### src/rtl/pcr_pkg.sv
// ----------------------------------------------------------------------------
// pcr_pkg: shared definitions for the PC redirect controller.
//   - pc_src select codes consumed by the PC register mux
//   - trap/interrupt FSM state enum
//   - handler vector addresses. The PC module applies these vectors. They are
//     listed here so that every block uses the same values.
// ----------------------------------------------------------------------------
package pcr_pkg;

    localparam logic [31:0] IRQ_VEC = 32'h8000_0004;
    localparam logic [31:0] EXC_VEC = 32'h8000_0008;

    localparam logic [2:0] PCSRC_SEQ = 3'b000;
    localparam logic [2:0] PCSRC_BR  = 3'b001;
    localparam logic [2:0] PCSRC_J   = 3'b010;
    localparam logic [2:0] PCSRC_JR  = 3'b011;
    localparam logic [2:0] PCSRC_IRQ = 3'b100;
    localparam logic [2:0] PCSRC_EXC = 3'b101;

    typedef enum logic [1:0] {
        ST_RUN  = 2'd0,
        ST_PEND = 2'd1,
        ST_TRAP = 2'd2
    } pcr_state_e;

endpackage

### src/rtl/pcr_target_calc.sv
// ----------------------------------------------------------------------------
// pcr_target_calc: purely combinational redirect target generation.
//   ex_pcplus4 [31:0] in  : PC+4 of the EX-stage branch
//   ex_imm32   [31:0] in  : sign-extended word offset of the branch
//   jt_region  [3:0]  in  : upper PC nibble of the ID instruction (PC+4[31:28])
//   jt_index   [25:0] in  : instr_index field of the ID j/jal
//   con_ba     [31:0] out : branch target, ex_pcplus4 + offset*4 (mod 2^32)
//   jt         [31:0] out : pseudo-direct jump target
// ----------------------------------------------------------------------------
module pcr_target_calc (
    input  logic [31:0] ex_pcplus4,
    input  logic [31:0] ex_imm32,
    input  logic [3:0]  jt_region,
    input  logic [25:0] jt_index,
    output logic [31:0] con_ba,
    output logic [31:0] jt
);

    // The offset bits shifted out at the top are discarded. This produces the
    // required modulo-2^32 wrap for backward branches.
    assign con_ba = ex_pcplus4 + (ex_imm32 << 2);
    assign jt     = {jt_region, jt_index, 2'b00};

endmodule

### src/rtl/pc_redirect_ctrl.sv
// ----------------------------------------------------------------------------
// pc_redirect_ctrl: next-PC select, redirect targets, flush strobes and EPC.
//
// Redirect priority, highest first:
//   taken EX branch > ID illegal-instruction trap > interrupt (TRAP) >
//   ID j/jal > ID jr/jalr.
// A not-taken EX branch still selects PCSRC_BR when nothing else redirects.
// The PC's ALUOut gate then turns that select into PC+4.
//
// Ports:
//   clk, reset (async, active-low)
//   pc_cur            : current PC. Bit KMODE_BIT marks kernel mode.
//   id_valid/id_pcplus4/id_instr/id_jump/id_jr/id_illegal : ID stage decode
//   ex_branch/ex_taken/ex_pcplus4/ex_imm32                 : EX stage branch
//   irq               : level interrupt request. It is taken on a rising edge.
//   pc_src, con_ba, jt: next-PC select and targets
//   flush_if_id, flush_id_ex : pipeline squash strobes
//   epc               : saved resume address
//   irq_ack           : one-cycle pulse in the cycle the interrupt redirects
//
// Build option PCR_REDIRECT_CNT_EN adds redirect_cnt[31:0]. This counter
// counts the cycles that have flush_if_id asserted and wraps at 2^32.
// ----------------------------------------------------------------------------
module pc_redirect_ctrl
    import pcr_pkg::*;
#(
    parameter int KMODE_BIT = 31
) (
    input  logic        clk,
    input  logic        reset,
    input  logic [31:0] pc_cur,
    input  logic        id_valid,
    input  logic [31:0] id_pcplus4,
    input  logic [31:0] id_instr,
    input  logic        id_jump,
    input  logic        id_jr,
    input  logic        id_illegal,
    input  logic        ex_branch,
    input  logic        ex_taken,
    input  logic [31:0] ex_pcplus4,
    input  logic [31:0] ex_imm32,
    input  logic        irq,
    output logic [2:0]  pc_src,
    output logic [31:0] con_ba,
    output logic [31:0] jt,
    output logic        flush_if_id,
    output logic        flush_id_ex,
    output logic [31:0] epc,
    output logic        irq_ack
`ifdef PCR_REDIRECT_CNT_EN
    ,
    output logic [31:0] redirect_cnt
`endif
);

    pcr_state_e  state_q, state_d;
    logic [31:0] epc_q, epc_d;
    logic        irq_seen_q, irq_seen_d;

    logic kmode;
    logic br_taken;
    logic exc_req;

    // The opcode field is not used by the target math.
    logic unused_opcode;
    assign unused_opcode = ^id_instr[31:26];

    assign kmode    = pc_cur[KMODE_BIT];
    assign br_taken = ex_branch & ex_taken;
    assign exc_req  = id_valid & id_illegal & ~kmode;

    pcr_target_calc u_target_calc (
        .ex_pcplus4 (ex_pcplus4),
        .ex_imm32   (ex_imm32),
        .jt_region  (id_pcplus4[31:28]),
        .jt_index   (id_instr[25:0]),
        .con_ba     (con_ba),
        .jt         (jt)
    );

    always_comb begin
        // NOTE: every output and next-state value gets a default before any
        // branch. Any path that does not assign a value then cannot create a latch.
        pc_src      = PCSRC_SEQ;
        flush_if_id = 1'b0;
        flush_id_ex = 1'b0;
        irq_ack     = 1'b0;
        state_d     = state_q;
        epc_d       = epc_q;
        irq_seen_d  = irq;

        if (br_taken) begin
            pc_src      = PCSRC_BR;
            flush_if_id = 1'b1;
            flush_id_ex = 1'b1;
        end else if (exc_req) begin
            pc_src      = PCSRC_EXC;
            flush_if_id = 1'b1;
            flush_id_ex = 1'b1;
            epc_d       = id_pcplus4 - 32'd4;
        end else if (state_q == ST_TRAP) begin
            pc_src      = PCSRC_IRQ;
            flush_if_id = 1'b1;
            flush_id_ex = 1'b1;
            irq_ack     = 1'b1;
            epc_d       = pc_cur;
        end else if (id_valid && id_jump) begin
            pc_src      = PCSRC_J;
            flush_if_id = 1'b1;
        end else if (id_valid && id_jr) begin
            pc_src      = PCSRC_JR;
            flush_if_id = 1'b1;
        end else if (ex_branch) begin
            pc_src = PCSRC_BR;
        end

        unique case (state_q)
            ST_RUN: begin
                if (irq && !irq_seen_q && !kmode) state_d = ST_PEND;
            end
            ST_PEND: begin
                // Hold the trap back while a control transfer is in flight.
                // This stops the interrupt from separating that transfer from
                // its redirect.
                if (kmode)                                    state_d = ST_RUN;
                else if (!(ex_branch || id_jump || id_jr))    state_d = ST_TRAP;
            end
            ST_TRAP: begin
                // A higher-priority redirect took this cycle. Retry the
                // interrupt.
                state_d = (br_taken || exc_req) ? ST_PEND : ST_RUN;
            end
            default: state_d = ST_RUN;
        endcase

        // While reset is asserted, the pipeline receives no redirect.
        if (!reset) begin
            pc_src      = PCSRC_SEQ;
            flush_if_id = 1'b0;
            flush_id_ex = 1'b0;
            irq_ack     = 1'b0;
        end
    end

    // NOTE: sequential state uses non-blocking assignments only. All flops
    // then update together on the edge, and no flop reads a value that
    // another flop has already updated in the same edge.
    always_ff @(posedge clk or negedge reset) begin
        if (!reset) begin
            state_q    <= ST_RUN;
            epc_q      <= '0;
            irq_seen_q <= 1'b0;
        end else begin
            state_q    <= state_d;
            epc_q      <= epc_d;
            irq_seen_q <= irq_seen_d;
        end
    end

    assign epc = epc_q;

`ifdef PCR_REDIRECT_CNT_EN
    logic [31:0] redirect_cnt_q, redirect_cnt_d;

    always_comb begin
        redirect_cnt_d = redirect_cnt_q + {31'd0, flush_if_id};
    end

    always_ff @(posedge clk or negedge reset) begin
        if (!reset) redirect_cnt_q <= '0;
        else        redirect_cnt_q <= redirect_cnt_d;
    end

    assign redirect_cnt = redirect_cnt_q;
`endif

endmodule

### config.mk
export PLATFORM = sky130hd
export DESIGN_NAME = pc_redirect_ctrl
export DESIGN_NICKNAME = d
export VERILOG_FILES = /design/src/rtl/pcr_pkg.sv /design/src/rtl/pcr_target_calc.sv /design/src/rtl/pc_redirect_ctrl.sv
export SDC_FILE = /design/constraint.sdc
export NUM_CORES = 1
export LEC_CHECK = 0
export CORE_ASPECT_RATIO = 0.6
export CORE_MARGIN = 5
export CORE_UTILIZATION = 41
export DETAILED_ROUTE_END_ITERATION = 16
export PLACE_DENSITY = 0.88
export SYNTH_ARGS = -nofsm -noshare
export SYNTH_HDL_FRONTEND = slang
export SYNTH_SLANG_ARGS = --single-unit
### constraint.sdc
create_clock -name clk -period 8.4 [get_ports clk]
set_clock_uncertainty 0.15 [all_clocks]
set_input_delay 0.84 -clock clk [delete_from_list [all_inputs] [get_ports clk]]
set_output_delay 0.84 -clock clk [all_outputs]
set_load 0.02 [all_outputs]
==> impl_summary.log, run 1 <==
[metrics] result of the run: complete, no violations
[metrics] setup-violating endpoint count in the final report: 0
[metrics] Buffers on Ports: 204
[metrics] clock buffer count from CTS: 5
[metrics] maximum achievable frequency: 183 MHz
[metrics] first-pass GRT wire length: ~24,000 um
[metrics] worst max-slew margin expressed relative to the limit: around 27%
[metrics] Pwr Density: 143 nW/um^2
[metrics] final setup TNS: 0 ns
[metrics] insertion delay of the later-clocked pin in the worst-skew pair: 0.28 ns
[metrics] number of pins exceeding their max-slew limit in the final report: 0
[metrics] Hold Buf Count CTS: 0
[metrics] beginning of the worst register-to-register path: state_q[1]$_DFFE_PN0P_
[metrics] fin area: 6390 um^2
[metrics] worst setup path class: in -> out
[metrics] number of register bits inferred by synthesis: 35
[metrics] Die ar.: 12,900 um^2
[metrics] Critical Path Source Type: input port
[metrics] Area after DPL: 6250 um^2
[metrics] wire length per cell: 18.1 um
[metrics] mean number of vias per cell: 5.78
[metrics] clk sinks: 35
[metrics] FF-to-FF path depth: 5
[metrics] type of element capturing the critical path: output port
[metrics] fraction of final layout cells sized beyond drive strength 1: under 10%
[metrics] Worst-Margin Slew: ~1.1 ns
[metrics] routed length on met2: between 6000 and 7000 um
[metrics] clock-pin slew reported for the worst setup and hold paths after clock tree synthesis: approximately 0.060 ns
[metrics] number of violations of the max-capacitance limit: 0
[metrics] global placement routability congestion: approximately 0.96
[metrics] number of nets in the finished design: 921
[metrics] clock period minus worst slack: 5.47 ns
[metrics] total wire length after detailed routing: roughly 16,000 um
[metrics] CP required: 7.41 ns
[metrics] CP startpoint: ex_pcplus4[2]
[metrics] portion of synthesized cell area occupied by the leading cell type: 20.0%
[metrics] unrepaired setup endpoints after global routing: no
[metrics] number of antenna violations at the first check in global routing: 0
[metrics] top routing layer used: met4
[metrics] count of cells resized by post-cts repair: 0
[metrics] combined area of all synthesized cells: around 4400 um^2
[metrics] 1st-pass router iterations: 5
[metrics] Primary FF master, synth: dfrtp_1
[metrics] sum of net half-perimeters after detailed placement: roughly 13,000 um
[metrics] clock tree from TritonCTS: done
[metrics] destination of the worst register-to-register timing path: epc[31]$_DFFE_PN0P_
[metrics] fillcell total: 875
[metrics] endpoint of the worst setup timing path: con_ba[30]
[metrics] most frequent standard cell in the layout excluding fill and tap cells: clkdlybuf4s50_1
[metrics] number of hold-slack violations in the final timing report: 0
[metrics] Reg2Reg Setup Slack: about 6.5 ns
[metrics] number of enable-type register cells in the synthesized netlist: 0
[metrics] starting density of the core: 41.7%
[metrics] Post-Synthesis Cells: 562
[metrics] maximum net fanout on the critical path: 4
[metrics] share of async-settable or async-resettable flops after synthesis: 100%
[metrics] cell accounting for the most synthesized area: dfrtp_1
[metrics] largest net degree at the start of global routing: 65
[metrics] postcts setup bufs: 0
[metrics] y dimension of the die: 90.0 um
[metrics] maximum resistive drop on vdd: about 0.000096 V
[metrics] maximum root-to-sink buffer count: 2
[metrics] post-route DRC violation count: 0
[metrics] standard-cell row count: 29
[metrics] growth of design area from synthesis to finish: 46.1%
[metrics] Die Width: 143 um
[metrics] class of the tightest hold or removal check: reg -> reg
[metrics] Core Box Area: 10,500 um^2
[metrics] cells taking the most area after synthesis: dfrtp_1 20%, ha_1 8.6%, nand2_1 6.1%
[metrics] static leakage: around 2.7 nW
[metrics] vias in the first global route: 4,620
[metrics] total grt overflow: 0
[metrics] GRT Total Usage: 23.0%
[metrics] part of the Yosys area used for sequential elements: 20.0%
[metrics] initial DRC count: 467
[metrics] root buf cell: clkbuf_16
[metrics] Avg Cell Area, Syn: 7.78 um^2
[metrics] post-detailed-route count of antenna-violating nets: 0
[metrics] met3 WL post-DR: 1460 um
[metrics] I/O pin cnt: roughly 270
[metrics] number of H-tree levels: 2
[metrics] count of inserted antenna diode cells: 0
[metrics] Final Cycle Share: 65.1%
[metrics] distinct cell type count after synthesis: 66
[metrics] via count: 4,974
[metrics] count of warnings emitted by yosys: 0
[metrics] Crit path arrival time: around 4.5 ns
[metrics] leading cell types in the layout, fill and taps excluded: 204 x clkdlybuf4s50_1, 71 x nand2_1, 40 x nor2_1, 38 x a21oi_1, 35 x dfrtp_1
[metrics] M1 wire length: 6760 um
-- through the flow --
step | power, mW | util (%) | hold WS (ns) | instances | worst slack [ns]
6_report | 0.912 | 60.9 | 0.333 | 861 | 2.93
5_1_grt | 0.962 | 60.9 | 0.358 | 861 | 2.82
4_1_cts | 0.914 | 60.9 | 0.333 | 861 | 2.98
3_5_place_dp | 0.732 | 59.6 | 0.320 | 853 | 3.00
3_3_place_gp | 0.719 | 59.6 | 0.286 | 853 | 3.06
2_1_floorplan | 0.500 | - | 0.274 | 563 | 4.27
-- area by class of cell --
type,count,area (um^2),share of cell area [%]
Multi-Input combinational cell,457,3080,48.2
Timing Repair Buffer,206,2060,32.2
Sequential cell,35,876,13.7
Tap cell,139,174,2.72
Clock buffer,6,129,2.02
Inverter,16,60.1,0.940
Clock inverter,2,12.5,0.196
-- power by group --
part	internal [mW]	switching (mW)	total [mW]
Sequential	0.202	0.0178	0.220
Combinational	0.250	0.262	0.512
Clock	0.109	0.0704	0.180
Total	0.562	0.350	0.912
-- flip-flops by register name, summed over array words and instances (netlist names) --
register,cells
irq_seen_q,1
state_q,2
epc,32
-- synth_stat cells, drive strengths merged (4+ instances only) --
master,instances
buf,35
nor4,9
a21o,16
o31ai,4
dfrtp,35
or3,8
nand3,7
inv,16
clkbuf,19
and3,10
xnor2,25
a31oi,4
and4,6
o2111ai,4
a211oi,6
nor2,41
o221ai,7
o211ai,7
mux2i,17
nand2,71
o21ai,39
nor2b,4
and2,4
a21oi,38
nor3,22
xor2,20
or4,5
o21a,7
nor4b,4
ha,30
-- metal layers --
layer,up-vias,GRT usage [%]
met2,257,34.8
met1,2335,33.2
li1,2349,-
met3,33,4.83
met5,-,0
met4,0,6.27
-- how the worst min path moves through the flow --
stage                                 from                     end  slack (ns)  depth (start not counted)
global route        state_q[1]$_DFFE_PN0P_  state_q[1]$_DFFE_PN0P_        0.36                          1
global placement    state_q[1]$_DFFE_PN0P_  state_q[1]$_DFFE_PN0P_        0.29                          1
CTS                    epc[23]$_DFFE_PN0P_     epc[23]$_DFFE_PN0P_        0.33                          2
detailed placement     epc[23]$_DFFE_PN0P_     epc[23]$_DFFE_PN0P_        0.32                          2
floorplan           state_q[1]$_DFFE_PN0P_  state_q[1]$_DFFE_PN0P_        0.27                          1
finish                 epc[23]$_DFFE_PN0P_     epc[23]$_DFFE_PN0P_        0.33                          2
-- logic make-up after synthesis --
kind of cell / Yosys count / synth area share, %
and+or+nand+nor: 201 / 23.5
AOI/OAI and AO/OA: 159 / 24.1
buffers and inverters: 71 / 9.81
xor gates and xnor gates: 45 / 9.01
DFF: 35 / 20.0
adders and majority gates: 31 / 9.04
muxes: 19 / 4.41
other: 1 / 0.0858
-- worst max-delay path, stage by stage --
cell and delay (ns):
clkdlybuf4s50_1 0.47, ha_1 0.17, inv_1 0.06, fa_1 0.39, nor2b_1 0.20, o2111ai_1 0.18, a31oi_1 0.42, a41oi_1 0.37
and4_1 0.32, or4_1 0.49, clkdlybuf4s50_1 0.57
No activity file was read; power rests on OpenSTA's default activity.
==> inputs of run 2 (changes only) <==
Settings changed: CORE_UTILIZATION 41 to 35, PLACE_DENSITY 0.88 to 0.8.
Clock period 8.4 ns to 4.65 ns, I/O delays scaled along.
==> run 2 against run 1 <==
Global-route usage shrank 4.2 points. Worst hold slack lost 0.26 ns. Clock power grew 82%. Sequential cell count is the same. Total power grew 80%. Cell area grew 0.88%. Setup slack lost 2.8 ns. Sequential share of layout area shrank 0.12 points. Combinational power grew 80%. Final cell count grew 3.4%. Count of clock-buffer cells in the layout is the same. Utilization shrank 7.8 points. Critical path type unchanged.
==> impl_summary.log, run 2 (synthesis results as in run 1) <==
[metrics] root buf cell: clkbuf_16
[metrics] Pwr Density: 255 nW/um^2
[metrics] Critical Path Source Type: input port
[metrics] clock period minus worst slack: 4.54 ns
[metrics] clock-pin slew reported for the worst setup and hold paths after clock tree synthesis: 0.06 ns
[metrics] core occupancy in the finished layout: 53.1%
[metrics] post-route DRC violation count: 0
[metrics] Worst-Margin Slew: 0.580 ns
[metrics] clock buffer count from CTS: 5
[metrics] cell family contributing the most delay on the critical path: buffers and inverters
[metrics] CP Cell Sequence: clkdlybuf4s50_1, ha_1, inv_1, fa_1, nor2b_1, o2111ai_1, a31oi_2, a41oi_1, and4_1, or4_1, clkdlybuf4s50_1
[metrics] Die ar.: 14,900 um^2
[metrics] y dimension of the die: 96.6 um
[metrics] area used by multi-input combinational logic: between 3000 and 4000 um^2
[metrics] maximum net fanout on the critical path: 3
[metrics] Place WS: 0.115 ns
[metrics] number of hold-slack violations in the final timing report: 0
[metrics] global placement routability congestion: 0.924
[metrics] sum of net half-perimeters after detailed placement: around 13,000 um
[metrics] fin area: 6440 um^2
[metrics] flip-flop count of the largest register, all copies and words added: 32
[metrics] I/O pin cnt: 271
[metrics] number of antenna violations at the first check in global routing: 0
[metrics] via count: 4,828
[metrics] vias in the first global route: 4,257
[metrics] number of pins exceeding their max-slew limit in the final report: 0
[metrics] worst max-slew margin expressed relative to the limit: 61.1%
[metrics] standard-cell row count: 31
[metrics] count of inserted antenna diode cells: 0
[metrics] Reg area: 876 um^2
[metrics] number of nets in the finished design: approximately 900
[metrics] maximum resistive drop on vdd: around 0.00011 V
[metrics] standard cell with the maximum stage delay on the critical path: clkdlybuf4s50_1
[metrics] setup-violating endpoint count in the final report: 0
[metrics] clk sinks: 35
[metrics] class of the tightest hold or removal check: in -> async
[metrics] postcts setup bufs: 0
[metrics] post-route insts no fill: 890
[metrics] post-placement cell count: 882
[metrics] Critical path buffers and inverters: 3
[metrics] CP required: 4.03 ns
[metrics] Core Box Area: 12,100 um^2
[metrics] starting density of the core: 36.0%
[metrics] clock tree from TritonCTS: done
[metrics] final setup TNS: 0 ns
[metrics] fillcell total: 1,139
[metrics] total grt overflow: 0
[metrics] static leakage: ~2.7 nW
[metrics] insertion delay of the later-clocked pin in the worst-skew pair: 0.28 ns
[metrics] growth of design area from synthesis to finish: 47.4%
[metrics] GRT Total Usage: 18.9%
[metrics] stage delay of the slowest cell on the critical path: 0.57 ns
[metrics] number of H-tree levels: 2
[metrics] initial DRC count: 350
[metrics] first-pass GRT wire length: 22,700 um
[metrics] fraction of final layout cells sized beyond drive strength 1: under 10%
[metrics] wire length per cell: 17.1 um
[metrics] type of element capturing the critical path: output port
[metrics] maximum achievable frequency: 220 MHz
[metrics] maximum root-to-sink buffer count: 2
[metrics] number of violations of the max-capacitance limit: 0
[metrics] mean number of vias per cell: 5.42
[metrics] result of the run: complete, no violations
[metrics] most frequent standard cell in the layout excluding fill and tap cells: clkdlybuf4s50_1
[metrics] Buffers on Ports: 204
[metrics] worst setup margin: ~0.11 ns
[metrics] Area after DPL: 6300 um^2
[metrics] post-detailed-route count of antenna-violating nets: 0
[metrics] Die Width: 154 um
[metrics] leading cell types in the layout, fill and taps excluded: 203 x clkdlybuf4s50_1, 71 x nand2_1, 40 x nor2_1, 38 x a21oi_1, 35 x dfrtp_1
[metrics] worst setup path class: in -> out
[metrics] Crit path arrival time: 3.92 ns
[metrics] total wire length after detailed routing: around 15,000 um
[metrics] Final Cycle Share: 97.6%
[metrics] most used cell along the critical path: clkdlybuf4s50_1
[metrics] 1st-pass router iterations: 5
[metrics] largest net degree at the start of global routing: 64
## run 2: final timing paths
kind	from	end	slack (ns)	depth (start not counted)
min in group clk	state_q[1]$_DFFE_PN0P_	state_q[1]$_DFFE_PN0P_	0.31	1
max in group asynchronous	reset	epc[5]$_DFFE_PN0P_	3.91	2
worst max-delay path	ex_imm32[0]	con_ba[30]	0.11	11
worst min register to register	state_q[1]$_DFFE_PN0P_	state_q[1]$_DFFE_PN0P_	0.31	1
worst max register to register	state_q[1]$_DFFE_PN0P_	epc[31]$_DFFE_PN0P_	2.72	5
worst min-delay path	reset	epc[19]$_DFFE_PN0P_	0.07	2
## run 2: final cells by class
class                   instances  share of cell area [%]
clock buffers                   6                    2.00
clock inverters                 2                   0.194
repair buffers                209                    32.2
multi-input cells             457                    47.9
inverters                      16                   0.932
well taps                     165                    3.20
flip-flops and latches         35                    13.6
## run 2: what timing repair did
item                                    in CTS  in global routing
hold buffers                                 0                  0
resized for setup                            0                  1
endpoints found under the setup margin       0                  1
## run 2: per-stage QoR
stage,hold WS (ns),total power [mW]
2_1_floorplan,0.0194,0.903
3_3_place_gp,0.296,1.31
3_5_place_dp,0.309,1.32
4_1_cts,0.0890,1.65
5_1_grt,0.114,1.74
6_report,0.0749,1.64
## run 2: power by group
group | switching (mW) | internal [mW]
registers | 0.0299 | 0.365
clock network | 0.130 | 0.198
logic | 0.469 | 0.453
## run 2: per-layer routing
metal	vias up	share of wire [%]	global-route usage (%)	wire length, um
met1	2249	47	28.0	7180
met5	-	0	0	0
met3	12	10	6.54	1520
met4	0	1.1	3.09	175
li1	2356	-	-	-
met2	211	42	26.5	6370
==> inputs of run 3 (changes only) <==
Settings changed: CTS_CLUSTER_DIAMETER set to 100, SLEW_MARGIN set to 20.
==> results of run 3 <==
The final DEF is identical to that of run 2; final timing and power are the same.
